===== src/rtl/hazard_forward_unit.sv =====
// Load-use stall detection and registered ALU operand forward selects for a
// 5-stage pipeline, built on a shadow copy of the EX/MEM/WB destination info.

module hfu_fwd_sel #(
    parameter int RA_W = 5
) (
    input  logic            i_enter,
    input  logic            i_use,
    input  logic [RA_W-1:0] i_rs,
    input  logic            i_ex_wr,
    input  logic [RA_W-1:0] i_ex_rd,
    input  logic            i_mem_wr,
    input  logic [RA_W-1:0] i_mem_rd,
    output logic [1:0]      o_sel
);
    // Youngest producer wins; x0 never matches because writers need rd != 0.
    always_comb begin
        o_sel = 2'b00;
        if (i_enter && i_use) begin
            if (i_ex_wr && (i_ex_rd == i_rs))
                o_sel = 2'b01;
            else if (i_mem_wr && (i_mem_rd == i_rs))
                o_sel = 2'b10;
        end
    end
endmodule

module hazard_forward_unit #(
    parameter int RA_W  = 5,
    parameter int CNT_W = 16
) (
    input  logic             i_clk,
    input  logic             i_rst,
    input  logic             i_id_valid,
    input  logic [RA_W-1:0]  i_id_rs1,
    input  logic [RA_W-1:0]  i_id_rs2,
    input  logic             i_id_use_rs1,
    input  logic             i_id_use_rs2,
    input  logic [RA_W-1:0]  i_id_rd,
    input  logic             i_id_regwrite,
    input  logic             i_id_memread,
    input  logic             i_id_isjump,
    input  logic             i_flush,
    output logic             o_stall,
    output logic [1:0]       o_forward_a,
    output logic [1:0]       o_forward_b,
    output logic             o_fwd_isjump,
    output logic [CNT_W-1:0] o_stall_cnt
);
    localparam int NSRC = 2;

    typedef struct packed {
        logic            valid;
        logic [RA_W-1:0] rd;
        logic            regwrite;
        logic            memread;
        logic            isjump;
    } sh_t;

    sh_t r_sh_ex, r_sh_mem, r_sh_wb;
    sh_t w_sh_in;

    logic                       w_ex_wr, w_mem_wr;
    logic                       w_enter;
    logic [NSRC-1:0]            w_use;
    logic [NSRC-1:0][RA_W-1:0]  w_rs;
    logic [NSRC-1:0]            w_hit;
    logic [NSRC-1:0][1:0]       w_sel;
    logic [NSRC-1:0][1:0]       r_fwd;
    logic                       r_fwd_isjump;
    logic [CNT_W-1:0]           r_cnt;

    assign w_ex_wr  = r_sh_ex.valid  && r_sh_ex.regwrite  && (r_sh_ex.rd  != '0);
    assign w_mem_wr = r_sh_mem.valid && r_sh_mem.regwrite && (r_sh_mem.rd != '0);

    assign w_use = {i_id_use_rs2, i_id_use_rs1};
    assign w_rs  = {i_id_rs2, i_id_rs1};

    // FLUSH dominates: a squashed instruction can never cause a stall.
    assign o_stall = i_id_valid && !i_flush && w_ex_wr && r_sh_ex.memread && (|w_hit);
    assign w_enter = i_id_valid && !i_flush && !o_stall;

    always_comb begin
        w_sh_in          = '0;
        w_sh_in.valid    = w_enter;
        w_sh_in.rd       = i_id_rd;
        w_sh_in.regwrite = i_id_regwrite;
        w_sh_in.memread  = i_id_memread;
        w_sh_in.isjump   = i_id_isjump;
    end

    genvar g;
    generate
        for (g = 0; g < NSRC; g++) begin : g_src
            assign w_hit[g] = w_use[g] && (w_rs[g] == r_sh_ex.rd);

            hfu_fwd_sel #(.RA_W(RA_W)) u_sel (
                .i_enter  (w_enter),
                .i_use    (w_use[g]),
                .i_rs     (w_rs[g]),
                .i_ex_wr  (w_ex_wr),
                .i_ex_rd  (r_sh_ex.rd),
                .i_mem_wr (w_mem_wr),
                .i_mem_rd (r_sh_mem.rd),
                .o_sel    (w_sel[g])
            );
        end
    endgenerate

    always_ff @(posedge i_clk or posedge i_rst) begin
        if (i_rst) begin
            r_sh_ex      <= '0;
            r_sh_mem     <= '0;
            r_sh_wb      <= '0;
            r_fwd        <= '0;
            r_fwd_isjump <= 1'b0;
        end else begin
            r_sh_wb      <= r_sh_mem;
            r_sh_mem     <= r_sh_ex;
            r_sh_ex      <= w_sh_in;
            r_fwd        <= w_sel;
            r_fwd_isjump <= r_sh_ex.valid && r_sh_ex.isjump;
        end
    end

    always_ff @(posedge i_clk or posedge i_rst) begin
        if (i_rst)
            r_cnt <= '0;
        else if (o_stall && (r_cnt != {CNT_W{1'b1}}))
            r_cnt <= r_cnt + 1'b1;
    end

    assign o_forward_a  = r_fwd[0];
    assign o_forward_b  = r_fwd[1];
    assign o_fwd_isjump = r_fwd_isjump;
    assign o_stall_cnt  = r_cnt;

    // WB shadow is kept for completeness of the pipeline image; nothing reads it yet.
    logic w_wb_unused;
    assign w_wb_unused = ^r_sh_wb;
endmodule


===== config.mk =====
export PLATFORM = sky130hd
export DESIGN_NAME = hazard_forward_unit
export DESIGN_NICKNAME = d
export VERILOG_FILES = /design/src/rtl/hazard_forward_unit.sv
export SDC_FILE = /design/constraint.sdc
export NUM_CORES = 1
export LEC_CHECK = 0
export BUFFER_PORTS_ARGS = -buffer_cell sky130_fd_sc_hd__buf_2
export CAP_MARGIN = 10
export CORE_UTILIZATION = 46
export DETAILED_ROUTE_END_ITERATION = 10
export GPL_TIMING_DRIVEN = 0
export MAX_ROUTING_LAYER = met4
export PLACE_DENSITY = 0.75
export SLEW_MARGIN = 40
export SYNTH_ARGS = -nofsm -noshare
export SYNTH_HDL_FRONTEND = slang
export SYNTH_SLANG_ARGS = --single-unit

===== constraint.sdc =====
create_clock -name i_clk -period 1.7 [get_ports i_clk]
set_input_delay 0.255 -clock i_clk [delete_from_list [all_inputs] [get_ports i_clk]]
set_output_delay 0.255 -clock i_clk [all_outputs]
set_load 0.005 [all_outputs]

# After elaboration in Yosys (flattened, before gate mapping)
# Index checks and enable logic that the tools add are counted.
[totals]
reg_bits = 37
in_bits = 24
[op_classes]
n_addsub = 1
n_eq_ne = 7
n_mux = 6
n_reduce_logical = 24
[ops]
columns = ["operator", "n"]
rows = [
  ["$eq A5 B5 Y1", 6],
  ["$logic_and A1 B1 Y1", 19],
  ["$add A16 B1 Y16 const B", 1],
  ["$ne A16 B16 Y1 const B", 1],
  ["$mux W2", 6],
  ["$reduce_bool A5 Y1", 2],
  ["$logic_not A1 Y1", 2],
  ["$reduce_or A2 Y1", 1],
]

# Longest topological paths before layout
[logic_depth]
ltp_word = 9
ltp_mapped = 6

# Modules after synthesis
# A second synthesis with hierarchy kept.
[unflattened]
hier_cells = 151
hier_area_um2 = 1781.7
[by_module_without_submodules]
columns = ["module", "instances", "cells_each", "area_each_um2", "seq_area_each_um2"]
rows = [
  ["hazard_forward_unit", 1, 119, 1526.5, 925.9],
  ["hfu_fwd_sel", 2, 16, 127.6, 0.0],
]

# Worst setup path before layout
# Ideal clock, no wire load.
[synth_path]
kind = "reg2reg"
start = "reg r_cnt[4] (netlist: o_stall_cnt[4])"
end = "reg r_cnt[1] (netlist: o_stall_cnt[1])"
setup_time_ns = 0.125
t_arrival_ns = 1.611
required_ns = 1.575
slack_ns = -0.036
path_stages_with_launch = 7
n_path_buf = 1
period_less_slack_ns = 1.736
cell_sequence = "dfrtp_1 > and4_4 > nand2_2 > o41a_1 > buf_6 > nand2_4 > mux2_4"
[synth_via]
elab_chain_len = 2
[synth_lines]
columns = ["element", "line", "source"]
rows = [
  ["start: declaration", "71", "logic [CNT_W-1:0] r_cnt;"],
  ["start signal: assignment", "130", "r_cnt <= r_cnt + 1'b1;"],
  ["$ne A16 B16 Y1", "129", "else if (o_stall && (r_cnt != {CNT_W{1'b1}}))"],
  ["$logic_and A1 B1 Y1", "129", ""],
]
# No other way between the ends.
# A chain may end at the register's enable or synchronous reset.

# Final worst setup path
[layout_path]
start = "reg r_sh_ex[6] (netlist bit)"
end = "out o_stall"
[layout_via]
elab_chain_len = 5
elab_cells_between_ends = 10
[layout_lines]
columns = ["element", "line", "source"]
rows = [
  ["start: declaration", "60", "sh_t r_sh_ex, r_sh_mem, r_sh_wb;"],
  ["start signal: assignment", "120", "r_sh_ex <= w_sh_in;"],
  ["$reduce_bool A5 Y1", "73", "assign w_ex_wr = r_sh_ex.valid && r_sh_ex.regwrite && (r_sh_ex.rd != '0);"],
  ["$logic_and A1 B1 Y1", "73", ""],
  ["$logic_and A1 B1 Y1 (2 in series)", "80", "assign o_stall = i_id_valid && !i_flush && w_ex_wr && r_sh_ex.memread && (|w_hit);"],
  ["$logic_and A1 B1 Y1 *", "80", ""],
  ["end: declaration", "44", "output logic o_stall,"],
]
# Every way passes the cells marked *; elsewhere a longest branch is shown, timed or not.

==> impl_metrics.ini <==
[pwr]
seqPwrFrac = 0.580
switching_share = 0.252
p_switching_w = 0.000403
total_power_w = 0.00160
pwr-share-comb = 0.123
max-vdd-ir-drop_uv = 487
power_density_nw_per_um2 = 673
power_leakage_nw = 1.16
p_int_w = 0.00119
power_frac_clock = 0.297

[die]
initial_core_util = 0.495
fp-row-count = 21
die_w_um = 62.6
io_pins = 46
core_region_area_um2 = 3420
dieArea_um2 = 3920
die_h_um = 62.6

[sta]
fmax_mhz = 500
whs_ns = -0.0416
hold_violations = 37
tns_ns = -1.59
tightest_slew_ns = 0.628
setup_viol = 16
rsz0062_at_grt = yes
fin_ws_ns = -0.300
fin_crit_sh = 1.18
fin_crit_ns = 2.00
relSlewSlack = 0.581
drv_slew = 0
fin_skew_ns = 0.0191

[logic_synthesis]
yosysMostFrequentCell = dfrtp_1
ys_types = 29
synth-main-ff-cell = dfrtp_1
synth_top_area_cell = dfrtp_1
netlist_area_um2 = 1690
synth_area_per_cell_um2 = 11.6
synthTopCellsByArea = dfrtp_1 (55%), xnor2_1 (15%), nand3_1 (4.4%)
synthCells = 145
yosysWarnings = 0
synth.net_count = 170
synth-edff-count = 0
synthArstFlopShare = 1.00
ys_seq_elements = 37
yosysTopAreaCellShare = 0.548
synth.top_cells.by_count = dfrtp_1 (37), xnor2_1 (29), nand3_1 (15)
ys_seq_area_frac = 0.548

[critical_path]
r2r_setup_slack_ns = -0.20
cp-end-kind = primary output
worst_path_most_repeated_cell = buf_6
slowest_stage = dfrtp_2
path_depth = 6
required_ns = 1.44
cp_cell_sequence = xnor2_2 > nand3_2 > o22ai_4 > buf_6 > and2_4 > buf_6
critPathLaunch = r_sh_ex[6]
worstPathMaxFanout = 3
startpoint_type = flop
timing.critical_path.buf_inv = 2
slowest_delay_ns = 0.47
cp.arrival_ns = 1.75
rr_worst_depth = 6
crit_type = reg2out
cp_top_family = flip-flops
r2r-start = o_stall_cnt[13]

[run_status]
violations = hold timing, setup timing
status = complete, but fails checks

[grt]
track_usage = 0.237
grt_pass1_vias = 1479
grt_max_degree = 38
antenna_found_initial = 0
gr-total-overflow = 0
grt_pass1_wl_mm = 6.87

[clocking]
htreeDepth = 2
cts.sinks = 37
path_clk_slew_ns = 0.12
worstSkewPairLatency_ns = 0.34
cts_tree = done
cts-root-buf = clkbuf_4
clock_path_buffers = 2
cts_made_buffers = 5

[placement]
dp_worst_setup_slack_ns = -0.267
detailed_place_hpwl_mm = 2.56
gp_congestion = 0.840
place_inst = 236
io_buffers = 45

[drt]
drtIter0Drc = 95
drc = 0
vias_per_cell = 5.55
wirelength_mm = 4.39
vias = 1459
drtPass1Iterations = 4
drt-wirelength-per-cell_um = 16.7
ant_nets = 0

[flow_run]
cap_violations = 0

[finish]
layout-area-overhead-vs-synth_pct = 40.7
num_antenna_cells = 0
layout-drive-gt1-share = 0.493
nets = 242
finalNonFillerCells = 263
fillers = 239

[worst_hold_path]
hp-class = in2async
stage by stage:
stage                      util  area (um2)
after detailed placement  0.577        1970
after floorplan               -        1690
after CTS                 0.651        2220
after global routing      0.696        2380
final                     0.696        2380
after global placement    0.577        1970
logic make-up after synthesis:
group	after synthesis	synth area share
simple gates	60	0.201
flops	37	0.548
xor+xnor	35	0.181
compound gates	7	0.0385
buf+inv	4	0.0141
mux	1	0.00889
fa+ha+maj	1	0.00741
layer usage:
layer,GRT usage,routed length [um],vias to the layer above
li1,-,-,658
met1,0.289,1790,729
met2,0.370,2230,55
met3,0.0529,218,17
met4,0.122,147,0
met5,-,0,-
power by group through the flow:
stage / Combinational (W) / Clock, W / Sequential [W]
CTS: 0.000166 / 0.000474 / 0.000922
global route: 0.000213 / 0.000522 / 0.000930
detailed placement: 0.000131 / 0 / 0.000939
floorplan: 0.0000790 / 0 / 0.000934
global placement: 0.000125 / 0 / 0.000937
finish: 0.000197 / 0.000475 / 0.000927
flip-flops by register name (all words and copies together) (netlist names):
register,count
o_forward_a,2
o_forward_b,2
o_fwd_isjump,1
o_stall_cnt,16
r_sh_ex,9
r_sh_mem,7
final cells by class:
class                   count  area (um2)  share of cell area
plain buffers               2        22.5             0.00948
flip-flops and latches     37         933               0.393
repair buffers             65         408               0.172
inverters                   2        8.76             0.00369
well taps                  46        57.6              0.0242
multi-input cells         104         891               0.375
clock buffers               7        55.1              0.0232
what timing repair did:
| item | CTS | global route |
|---|---|---|
| buffers inserted | 17 | 3 |
| hold buffers | 0 | 1 |
| pin swaps | 16 | 11 |
| cloned | 0 | 0 |
| endpoints found under the hold margin | 0 | 1 |
| resized for setup | 20 | 19 |
| endpoints found under the setup margin | 16 | 20 |
cells in the final DEF, fill, tap and decap left out, types with 2 or more instances in the layout:
cell,instances
and3_1,8
buf_2,44
buf_4,15
buf_6,6
clkbuf_4,5
dfrtp_1,31
dfrtp_2,6
nand2_1,7
nand3_1,7
nand3_2,7
nand3b_1,2
nand4_1,8
nor2_1,3
nor3_1,8
xnor2_1,18
xnor2_2,11
xor2_1,6
final timing paths:
path / to
worst max register to register: o_stall_cnt[1]
worst max-delay path: o_stall
max in group asynchronous: r_sh_ex[3]
worst min register to register: r_sh_mem[2]
min in group i_clk: r_sh_ex[0]
worst min-delay path: o_stall_cnt[14]
No activity file was read; power rests on OpenSTA's default activity.
